--- src/rtl/hwpe_ctrl_job_sched_pkg.sv ---
// hwpe_ctrl_job_sched_pkg: shared sizing limits, scheduler state and regfile/engine-side structs
package hwpe_ctrl_job_sched_pkg;
    localparam int unsigned REGFILE_N_MAX_CONTEXT = 8;
    localparam int unsigned REGFILE_N_MAX_CORES   = 16;
    localparam int unsigned REGFILE_N_EVT         = 2;
    localparam int unsigned SCHED_CW = $clog2(REGFILE_N_MAX_CONTEXT);
    localparam int unsigned SCHED_PW = $clog2(REGFILE_N_MAX_CONTEXT + 1);
    typedef enum logic [1:0] {IDLE, START, RUN, DONE} sched_state_t;
    typedef struct packed {
        logic                start;
        logic [SCHED_CW-1:0] ctx;
    } ctrl_sched_t;
    typedef struct packed {
        logic                done;
        logic                is_working;
        logic [SCHED_PW-1:0] pending;
        logic                overflow;
    } flags_sched_t;
    function automatic int unsigned ctx_width(input int unsigned n);
        return (n > 1) ? $clog2(n) : 1;
    endfunction
endpackage

--- src/rtl/hwpe_ctrl_sched_fifo.sv ---
// hwpe_ctrl_sched_fifo: W-bit FIFO of DEPTH entries with sync clear.
// Ports: clk_i, rst_i (async), clear_i, push_i/data_i, pop_i/data_o (head), full_o, empty_o, count_o.
// Pushes while full and pops while empty are ignored.
module hwpe_ctrl_sched_fifo #(
    parameter int unsigned DEPTH = 2,
    parameter int unsigned W     = 1,
    parameter int unsigned PW    = (DEPTH > 1) ? $clog2(DEPTH) : 1,
    parameter int unsigned CNTW  = $clog2(DEPTH + 1)
) (
    input  logic            clk_i,
    input  logic            rst_i,
    input  logic            clear_i,
    input  logic            push_i,
    input  logic [W-1:0]    data_i,
    input  logic            pop_i,
    output logic [W-1:0]    data_o,
    output logic            full_o,
    output logic            empty_o,
    output logic [CNTW-1:0] count_o
);
    logic [W-1:0]  mem [DEPTH];
    logic [PW-1:0] wr_ptr, rd_ptr;
    logic          do_push, do_pop;

    function automatic logic [PW-1:0] nxt(input logic [PW-1:0] p);
        return (p == PW'(DEPTH - 1)) ? '0 : p + 1'b1;
    endfunction

    assign full_o  = count_o == CNTW'(DEPTH);
    assign empty_o = count_o == '0;
    assign do_push = push_i && !full_o;
    assign do_pop  = pop_i && !empty_o;
    assign data_o  = mem[rd_ptr];

    always_ff @(posedge clk_i or posedge rst_i) begin
        if (rst_i) begin
            wr_ptr  <= '0;
            rd_ptr  <= '0;
            count_o <= '0;
        end else if (clear_i) begin
            wr_ptr  <= '0;
            rd_ptr  <= '0;
            count_o <= '0;
        end else begin
            if (do_push) wr_ptr <= nxt(wr_ptr);
            if (do_pop) rd_ptr <= nxt(rd_ptr);
            count_o <= count_o + CNTW'(do_push) - CNTW'(do_pop);
        end
    end

    always_ff @(posedge clk_i) begin
        if (do_push && !clear_i) mem[wr_ptr] <= data_i;
    end
endmodule

--- src/rtl/hwpe_ctrl_job_sched.sv ---
// hwpe_ctrl_job_sched: queues triggered contexts and runs them one at a time on the engine.
// Ports: trigger_i/trigger_ctx_i/trigger_ready_o (enqueue), start_o/ctx_o/engine_done_i (engine),
// done_o/evt_o (release + per-core events), is_working_o/pending_o/overflow_o (status), clear_i (soft clear).
module hwpe_ctrl_job_sched
    import hwpe_ctrl_job_sched_pkg::*;
#(
    parameter int unsigned N_CONTEXT = 2,
    parameter int unsigned N_CORES   = 8,
    parameter int unsigned N_EVT     = REGFILE_N_EVT,
    parameter int unsigned CW        = ctx_width(N_CONTEXT),
    parameter int unsigned PW        = $clog2(N_CONTEXT + 1)
) (
    input  logic                     clk_i,
    input  logic                     rst_i,
    input  logic                     clear_i,
    input  logic                     trigger_i,
    input  logic [CW-1:0]            trigger_ctx_i,
    output logic                     trigger_ready_o,
    output logic                     start_o,
    output logic [CW-1:0]            ctx_o,
    input  logic                     engine_done_i,
    output logic                     done_o,
    output logic [N_CORES*N_EVT-1:0] evt_o,
    output logic                     is_working_o,
    output logic [PW-1:0]            pending_o,
    output logic                     overflow_o
);
    sched_state_t  state, state_n;
    logic          full, empty, pop;
    logic [CW-1:0] head;

    hwpe_ctrl_sched_fifo #(.DEPTH(N_CONTEXT), .W(CW)) i_fifo (
        .clk_i   (clk_i),
        .rst_i   (rst_i),
        .clear_i (clear_i),
        .push_i  (trigger_i),
        .data_i  (trigger_ctx_i),
        .pop_i   (pop),
        .data_o  (head),
        .full_o  (full),
        .empty_o (empty),
        .count_o (pending_o)
    );

    assign trigger_ready_o = !full;
    assign pop             = (state == IDLE) && !empty;
    assign start_o         = state == START;
    assign done_o          = state == DONE;
    assign is_working_o    = (state == START) || (state == RUN);

    // Only event line 0 (job done) is ever driven.
    always_comb begin
        evt_o = '0;
        for (int c = 0; c < int'(N_CORES); c++) evt_o[c*N_EVT] = done_o;
    end

    // START always advances, so an engine_done_i in the start cycle is dropped.
    always_comb begin
        state_n = state;
        unique case (state)
            IDLE:  state_n = empty ? IDLE : START;
            START: state_n = RUN;
            RUN:   state_n = engine_done_i ? DONE : RUN;
            DONE:  state_n = IDLE;
        endcase
    end

    always_ff @(posedge clk_i or posedge rst_i) begin
        if (rst_i) begin
            state      <= IDLE;
            ctx_o      <= '0;
            overflow_o <= 1'b0;
        end else if (clear_i) begin
            state      <= IDLE;
            ctx_o      <= '0;
            overflow_o <= 1'b0;
        end else begin
            state <= state_n;
            if (pop) ctx_o <= head;
            if (trigger_i && full) overflow_o <= 1'b1;
        end
    end
endmodule

--- config.mk ---
export PLATFORM = sky130hd
export DESIGN_NAME = hwpe_ctrl_job_sched
export DESIGN_NICKNAME = d
export VERILOG_FILES = /design/src/rtl/hwpe_ctrl_job_sched_pkg.sv /design/src/rtl/hwpe_ctrl_sched_fifo.sv /design/src/rtl/hwpe_ctrl_job_sched.sv
export SDC_FILE = /design/constraint.sdc
export NUM_CORES = 1
export LEC_CHECK = 0
export ABC_AREA = 1
export ABC_CLOCK_PERIOD_IN_PS = 1780
export BUFFER_PORTS_ARGS = -buffer_cell sky130_fd_sc_hd__buf_2
export CORE_ASPECT_RATIO = 1.25
export CORE_UTILIZATION = 41
export DETAILED_ROUTE_END_ITERATION = 16
export PLACE_DENSITY_LB_ADDON = 0.25
export SYNTH_ARGS = -nofsm -noshare
export SYNTH_HDL_FRONTEND = slang
export SYNTH_SLANG_ARGS = --single-unit
--- constraint.sdc ---
create_clock -name clk_i -period 1.78 [get_ports clk_i]
set_clock_uncertainty 0.2 [all_clocks]
set_input_delay 0.089 -clock clk_i [delete_from_list [all_inputs] [get_ports clk_i]]
set_output_delay 0.089 -clock clk_i [all_outputs]
set_load 0.02 [all_outputs]
==> reports/qor.txt, run 1 <==
Crit path arrival time -> 1.63 ns
Clk sinks -> 10
Largest net degree at the start of global routing -> 10
Psw -> 622 uW
Port Buf Inserts -> 21
Final min period -> 1.68 ns
Die Ht -> 47.8 um
Max Clock Freq -> 0.595 GHz
Number of detailed-routing iterations run before antenna repair -> 2
WS Path Type -> flop to flop
H-tree depth -> 1
Final critical-path share of the clock period -> 0.944
HPWL after detailed placement -> 951 um
N_diodes -> 0
Routed len/inst -> 9.40 um
Critical Path Source Type -> flop
Yosys warning count -> 0
Final Power -> 1.36 mW
Die Wd -> 38.6 um
Area contributors post-synth -> dfrtp_1, buf_4, ha_1
Setup WS pre-CTS -> 0.0142 ns
Int Power -> 737 uW
Synth area leader -> dfrtp_1
Synthesized cell area -> 688 um2
Post-route ant nets -> 0
Placer Congestion -> 0.750
Worst r2r dst -> i_fifo.count_o[1]
Drt drc -> 0
Clock transition at the registers of the reported paths -> 0.07 ns
Clk root buf -> clkbuf_4
Leak -> 0.508 nW
Initial antenna violation count -> 0
Via Count -> 569
Placed cell area -> 767 um2
Logic pwr share -> 0.634
Vias/cell -> 4.41
Final net count -> 125
Setup violations, final -> 0
Buffers & Inverters on Critical Path -> 3
Crit-path leading delay family -> adder cells
Worst path max stage delay -> 0.39 ns
Clk buf depth -> 2
Post-synth top area share -> 0.291
Row count -> 16
Synth Area per Inst -> 8.29 um2
Crit path from -> state[0]
Number of global-route vias before repair -> 493
Fin. Hold Viols -> 0
Max Cap Viol -> 0
CTS tree -> yes
Sw Ratio -> 0.458
Clock power frac -> 0.120
Total Routing Usage GR -> 0.154
Worst reg2reg setup slack -> 0.1 ns
Syn-to-layout area delta -> 28.0%
Final WL -> 1210 um
Worst-skew pair later-pin latency -> 0.26 ns
Total die area -> 0.00185 mm2
Max VDD drop -> 0.976 mV
RSZ-0062 raised after global routing -> false
CP max-delay cell -> dfrtp_1
Worst-path fanout max -> 3
Cell area after layout -> 881 um2
Setup TNS -> 0 ns
Yosys reg bits -> 10
Core area -> 0.00156 mm2
Synth unique cells -> 15
Max Slew Vio Count -> 0
Status -> complete, no violations
Crit path capture type -> flop
Data required, critical path -> 1.73 ns
IO Pins -> 30
Starting density of the core -> 0.441
Worst setup margin -> 0.0996 ns
Gr ovfl total -> 0
Dpl cells -> 119
CP Cell Sequence -> inv_2 -> ha_4 -> inv_2 -> nor2_4 -> ha_4 -> inv_1 -> ha_2 -> nand3_1 -> nand2_1 -> nor2_1
Share of cells above drive strength 1 -> 0.369
Inserted Clock Buffers -> 3
Post-CTS Setup Bufs -> 0
Power share of the sequential group -> 0.246
Iter 0 DRT Violations -> 6
FF-to-FF path depth -> 10
Synth Instances -> 83
Reg2reg start -> state[0]
Final non-filler cell total -> 129
Sequential cell area fraction in the yosys report -> 0.378
# fillers -> 147
First-pass GRT wire length -> 1900 um
Worst min-delay path category -> primary input to asynchronous set/reset pin
Pwr dens -> 1540 mW/mm2
[through the flow]
| stage | hold slack [ns] | utilization |
|---|---|---|
| after floorplan | -0.295 | - |
| after global placement | -0.140 | 0.491 |
| after detailed placement | -0.142 | 0.491 |
| after CTS | 0.124 | 0.546 |
| after global routing | 0.146 | 0.564 |
| final | 0.118 | 0.564 |
[how the worst max path moves through the flow]
stage | endpoint | depth (start not counted)
2_1_floorplan | i_fifo.count_o[1] | 7
3_3_place_gp | i_fifo.count_o[1] | 10
3_5_place_dp | i_fifo.count_o[1] | 9
4_1_cts | i_fifo.count_o[1] | 9
5_1_grt | i_fifo.count_o[1] | 10
6_report | i_fifo.count_o[1] | 10
[sequential cells by signal (all words and copies together), names as in the netlist]
signal          flops
i_fifo.count_o      2
ctx_o               1
overflow_o          1
state               2
i_fifo.mem          2
i_fifo.wr_ptr       1
i_fifo.rd_ptr       1
[Yosys cell counts]
cell and count:
nor2_1 7, nand2_2 2, ha_1 7, o21ai_0 1
dfrtp_1 8, edfxtp_1 2, conb_1 1, a21oi_1 3
o21ai_1 1, nand2_1 12, nand3_1 6, nor2_4 1
nor3_2 1, buf_4 16, inv_1 15
[timing repair]
| item | in CTS | in global routing |
|---|---|---|
| hold buffers | 6 | 0 |
| setup endpoints to repair | 0 | 2 |
| endpoints found under the hold margin | 16 | 0 |
| gates resized for setup | 0 | 8 |
[cell type report]
class,count,area (um2),share of cell area
inverter,15,56.3,0.0639
multi-input combinational,49,305,0.347
clock buffer,4,26.3,0.0298
tap,18,22.5,0.0256
timing repair buffer,33,210,0.239
sequential,10,260,0.295
[tightest hold or removal path, stage by stage]
cell           delay (ns)
dlygate4sd3_1        0.53
buf_2                0.12
inv_1                0.25
[cell families after synthesis]
family / Yosys count / synth area share
buffers and inverters: 31 / 0.256
and+or+nand+nor: 29 / 0.196
DFF: 10 / 0.378
adders and majority gates: 7 / 0.127
AOI/OAI and AO/OA: 5 / 0.0363
other: 1 / 0.00545
[metal layers]
metal,up-vias,GRT usage,share of wire
li1,283,-,-
met1,258,0.158,0.41
met5,-,0,0
met2,24,0.290,0.51
met4,0,0.0828,0.019
met3,4,0.0279,0.056
[power groups by stage]
| stage | sequential [mW] | clock [mW] | combinational (mW) |
|---|---|---|---|
| after global placement | 0.333 | 0 | 0.760 |
| after floorplan | 0.383 | 0 | 0.526 |
| final | 0.334 | 0.164 | 0.862 |
| after global routing | 0.342 | 0.183 | 0.965 |
| after detailed placement | 0.334 | 0 | 0.781 |
| after CTS | 0.330 | 0.170 | 0.797 |
[cells in the final DEF (no fill, tap or decap)]
cell type / instances
dfrtp_1: 8
ha_2: 1
conb_1: 8
buf_4: 6
o21ai_1: 1
dlygate4sd3_1: 6
nor3_2: 1
clkbuf_1: 1
edfxtp_1: 2
nor2_1: 7
inv_2: 4
ha_4: 2
ha_1: 4
o21ai_0: 1
nand3_1: 6
nand2_2: 2
nor2_4: 1
a21oi_1: 3
nand2_1: 12
buf_2: 21
inv_1: 11
clkbuf_4: 3
Power figures use the tool's default switching activity.
==> run 2: changes to the inputs <==
- BUFFER_PORTS_ARGS: -buffer_cell sky130_fd_sc_hd__buf_2 -> -buffer_cell sky130_fd_sc_hd__clkbuf_2
- REMOVE_ABC_BUFFERS: unset -> 1
==> reports/qor.txt, run 2 (synthesis results as in run 1) <==
Status -> complete, no violations
Port Buf Inserts -> 21 (unchanged)
Die Ht -> 47.8 um (unchanged)
Final min period -> 1.67 ns (-0.00926 ns)
Core area -> 0.00156 mm2 (unchanged)
Fin. Hold Viols -> 0 (unchanged)
Placer Congestion -> 0.725 (-3.4%)
Via Count -> 565 (-0.70%)
Worst-skew pair later-pin latency -> 0.26 ns (about the same)
RSZ-0062 raised after global routing -> false
CP Cell Sequence -> inv_2 -> ha_2 -> inv_2 -> nor2_4 -> ha_4 -> inv_1 -> ha_2 -> inv_1 -> nor2_1
Clk buf depth -> 2 (unchanged)
Drt drc -> 0 (unchanged)
Initial antenna violation count -> 0 (unchanged)
WHS -> 0.0973 ns (-0.0210 ns)
Routed len/inst -> 9.20 um (-2.1%)
Clk root buf -> clkbuf_4
H-tree depth -> 1 (unchanged)
Max Cap Viol -> 0 (unchanged)
Critical Path Source Type -> flop
WS Path Type -> flop to flop
Share of cells above drive strength 1 -> 0.366 (-0.00330)
Number of detailed-routing iterations run before antenna repair -> 4 (+2)
Worst-path fanout max -> 2 (-1)
Setup violations, final -> 0 (unchanged)
Crit-path leading delay family -> adder cells
Largest regs -> i_fifo.count_o (2), i_fifo.mem (2), state (2)
Clock transition at the registers of the reported paths -> 0.07 ns (about the same)
Max Clock Freq -> 0.598 GHz (+0.55%)
N_diodes -> 0 (unchanged)
CTS tree -> yes
Syn-to-layout area delta -> 27.6%
Most common cell after layout, fill and taps aside -> clkbuf_2
Pwr dens -> 1540 mW/mm2 (-0.19%)
CP max-delay cell -> dfrtp_1
Worst min-delay path category -> primary input to asynchronous set/reset pin
Most frequent cells in the layout -> clkbuf_2, inv_1, nand2_1
Final net count -> 126 (+0.80%)
First-pass GRT wire length -> 1790 um (-5.4%)
Buffers & Inverters on Critical Path -> 4 (+1)
Largest net degree at the start of global routing -> 10 (unchanged)
Clk sinks -> 10 (unchanged)
Data required, critical path -> 1.73 ns (about the same)
Inserted Clock Buffers -> 3 (unchanged)
Crit path capture type -> flop
Die Wd -> 38.6 um (unchanged)
Gr ovfl total -> 0 (unchanged)
Total Routing Usage GR -> 0.142 (-0.0120)
Vias/cell -> 4.35 (-1.5%)
Post-route ant nets -> 0 (unchanged)
Total die area -> 0.00185 mm2 (unchanged)
IO Pins -> 30 (unchanged)
Crit path arrival time -> 1.63 ns (about the same)
Final WL -> 1200 um (-1.3%)
Number of global-route vias before repair -> 467 (-5.3%)
Setup TNS -> 0 ns (unchanged)
Final critical-path share of the clock period -> 0.939 (-0.00520)
Worst path max stage delay -> 0.39 ns (about the same)
Max VDD drop -> 0.892 mV (-8.6%)
Iter 0 DRT Violations -> 3 (-3)
Final Power -> 1.35 mW (-0.48%)
Max Slew Vio Count -> 0 (unchanged)
HPWL after detailed placement -> 929 um (-2.3%)
Starting density of the core -> 0.441 (unchanged)
Row count -> 16 (unchanged)
Leak -> 0.502 nW (-1.1%)
-- run 2: changes by cell type in the layout (fill, tap and decap cells not counted) --
cell and delta:
buf_2 -21, clkbuf_2 +21, buf_4 +1, clkbuf_1 -1
clkinv_1 +1, ha_2 +1, ha_4 -1, inv_1 +1
inv_2 -1
-- run 2: metal layers --
layer	vias up	routed length (um)	track usage
met5	-	0	0
met4	0	11	0.0828
met3	2	56	0.0140
met2	21	656	0.263
met1	255	471	0.154
li1	287	-	-
-- run 2: area by class of cell --
cell class / instances / area [um2]
multi-input combinational: 49 / 295
tap: 18 / 22.5
fill: 154 / 683
timing repair buffer: 34 / 218
clock inverter: 1 / 3.75
sequential: 10 / 260
inverter: 15 / 56.3
clock buffer: 3 / 22.5
-- run 2: final timing paths --
kind / end / slack, ns / startpoint / depth (start not counted)
worst max-delay path: i_fifo.count_o[0] / 0.11 / state[0] / 9
worst min-delay path: ctx_o / 0.1 / rst_i / 3
worst max register to register: i_fifo.count_o[0] / 0.11 / state[0] / 9
worst min register to register: ctx_o / 0.32 / ctx_o / 2
max in group asynchronous: i_fifo.count_o[1] / 1.04 / rst_i / 3
min in group clk_i: ctx_o / 0.32 / ctx_o / 2
-- run 2: what timing repair did --
action | 4_1_cts | 5_1_grt
endpoints found under the setup margin | 1 | 2
buffers inserted | 1 | 1
hold buffers | 6 | 0
pin swaps | 0 | 2
gates resized for setup | 0 | 6
endpoints found under the hold margin | 15 | 0
-- run 2: worst min-delay path, delay by kind of cell --
family | cells | cell delay (ns)
buffers and inverters | 3 | 0.87
-- run 2: power breakdown --
group	internal (mW)	switching [mW]
combinational	0.352	0.505
clock	0.0810	0.0800
sequential	0.300	0.0343
total	0.733	0.619
-- run 2: stage by stage --
step                utilization  instances  setup slack [ns]  area [um2]
detailed placement        0.486        118           0.00322         759
floorplan                     -         74            -0.178         594
finish                    0.563        130             0.109         878
global placement          0.486        118            0.0313         759
global route              0.563        130           0.00857         878
CTS                       0.546        129          0.000944         853
==> run 3: changes to the inputs <==
- SETUP_SLACK_MARGIN: unset -> 0.4
==> reports/qor.txt, run 3 (synthesis results as in run 1) <==
Worst-path fanout max -> 2 (unchanged)
Clk sinks -> 10 (unchanged)
Most frequent cells in the layout -> nand2_1, dlygate4sd3_1, buf_8
Total Routing Usage GR -> 0.167 (+0.0251)
Die Wd -> 38.6 um (unchanged)
Clock transition at the registers of the reported paths -> 0.07 ns (about the same)
Largest net degree at the start of global routing -> 10 (unchanged)
Number of global-route vias before repair -> 514 (+10%)
Setup violations, final -> 0 (unchanged)
Via Count -> 616 (+9.0%)
Routed len/inst -> 10.7 um (+16%)
CTS tree -> yes
Fin. Hold Viols -> 0 (unchanged)
CP max-delay cell -> dfrtp_1
Clk root buf -> clkbuf_4
Number of detailed-routing iterations run before antenna repair -> 3 (-1)
Setup WS pre-CTS -> 0.00322 ns (unchanged)
Leak -> 0.584 nW (+16%)
Starting density of the core -> 0.441 (unchanged)
Max VDD drop -> 1.14 mV (+28%)
IO Pins -> 30 (unchanged)
Worst path max stage delay -> 0.40 ns (about the same)
Iter 0 DRT Violations -> 6 (+3)
Final min period -> 1.63 ns (-0.0400 ns)
Pwr dens -> 1570 mW/mm2 (+1.8%)
Syn-to-layout area delta -> 67.6%
RSZ-0062 raised after global routing -> true
Share of cells above drive strength 1 -> 0.451 (+0.0847)
Critical Path Source Type -> flop
Worst min-delay path category -> primary input to asynchronous set/reset pin
Max Cap Viol -> 0 (unchanged)
Initial antenna violation count -> 0 (unchanged)
N_diodes -> 0 (unchanged)
H-tree depth -> 1 (unchanged)
Final WL -> 1490 um (+25%)
Most common cell after layout, fill and taps aside -> nand2_1
Crit path arrival time -> 1.59 ns (-0.04 ns)
Max Clock Freq -> 0.613 GHz (+2.5%)
Worst-skew pair later-pin latency -> 0.27 ns (about the same)
First-pass GRT wire length -> 2120 um (+18%)
Data required, critical path -> 1.74 ns (about the same)
Cell area after layout -> 0.00115 mm2 (+31%)
Placed cell area -> 759 um2 (unchanged)
Vias/cell -> 4.40 (+1.2%)
Final critical-path share of the clock period -> 0.916 (-0.0225)
Largest regs -> i_fifo.count_o (2), i_fifo.mem (2), state (2)
Placer Congestion -> 0.725 (unchanged)
Total die area -> 0.00185 mm2 (unchanged)
Worst setup margin -> 0.149 ns (+0.0400 ns)
Status -> complete, no violations
Crit path capture type -> flop
Clk buf depth -> 2 (unchanged)
Final net count -> 136 (+7.9%)
Row count -> 16 (unchanged)
Gr ovfl total -> 0 (unchanged)
Post-route ant nets -> 0 (unchanged)
Drt drc -> 0 (unchanged)
Inserted Clock Buffers -> 3 (unchanged)
Most used cell, CP -> ha_4
Die Ht -> 47.8 um (unchanged)
Core area -> 0.00156 mm2 (unchanged)
WS Path Type -> flop to flop
HPWL after detailed placement -> 929 um (unchanged)
Port Buf Inserts -> 21 (unchanged)
Max Slew Vio Count -> 0 (unchanged)
CP Cell Sequence -> inv_2 -> ha_4 -> inv_2 -> nor2_4 -> ha_4 -> inv_4 -> ha_4 -> nand3_2 -> nand2_1 -> nor2_1
run 3: cell types whose count changed in the layout (fill, tap and decap cells not counted), moves of 3 or more:
cell | before | now
ha_4 | 1 | 5
clkbuf_2 | 21 | 9
dlygate4sd3_1 | 6 | 10
buf_6 | 0 | 6
buf_8 | 0 | 10
inv_1 | 12 | 9
run 3: timing repair:
item,CTS,global route
endpoints found under the setup margin,14,18
pin swaps,7,7
setup buffers,3,5
resized for setup,27,28
hold buffers,8,2
endpoints found under the hold margin,15,1
run 3: through the flow:
step,TNS [ns],hold WS (ns),power (mW),utilization,cells
floorplan,-1.60,-0.295,0.856,-,74
global placement,0,-0.161,1.09,0.486,118
detailed placement,0,-0.155,1.11,0.486,118
CTS,0,-0.0488,1.57,0.662,133
global route,0,0.152,1.96,0.739,140
finish,0,0.0921,1.81,0.739,140
run 3: final cells by class:
type | count | area (um2)
Clock inverter | 1 | 3.75
Timing Repair Buffer | 44 | 430
Inverter | 15 | 58.8
Sequential cell | 10 | 260
Fill cell | 109 | 408
Clock buffer | 3 | 22.5
Tap cell | 18 | 22.5
Multi-Input combinational cell | 49 | 355
run 3: layer usage:
layer  vias to the layer above  track usage  share of wire
li1                        306            -              -
met1                       285        0.180           0.37
met2                        21        0.320           0.59
met3                         4       0.0140          0.034
met4                         0       0.0828          0.012
met5                         -            0              0
run 3: worst paths after layout:
kind	from	endpoint	slack, ns	cells after the start
min	rst_i	ctx_o	0.09	3
min reg2reg	ctx_o	ctx_o	0.31	2
max	state[0]	i_fifo.count_o[1]	0.15	10
max in group asynchronous	rst_i	i_fifo.count_o[1]	1.04	3
min in group clk_i	ctx_o	ctx_o	0.31	2
max reg2reg	state[0]	i_fifo.count_o[1]	0.15	10
run 3: power by group:
| part | switching (mW) | leakage [nW] | internal (mW) |
|---|---|---|---|
| registers | 0.0407 | 0.124 | 0.300 |
| clock network | 0.0839 | 0.0154 | 0.0812 |
| logic | 0.645 | 0.444 | 0.658 |
| total | 0.770 | 0.584 | 1.04 |
run 3: critical path, delay by kind of cell, from the launching register on:
family | cells | cell delay [ns]
adder cells (fa/ha/maj) | 3 | 0.48
flip-flops | 1 | 0.40
buffers and inverters | 3 | 0.17
AND/OR/NAND/NOR | 4 | 0.27
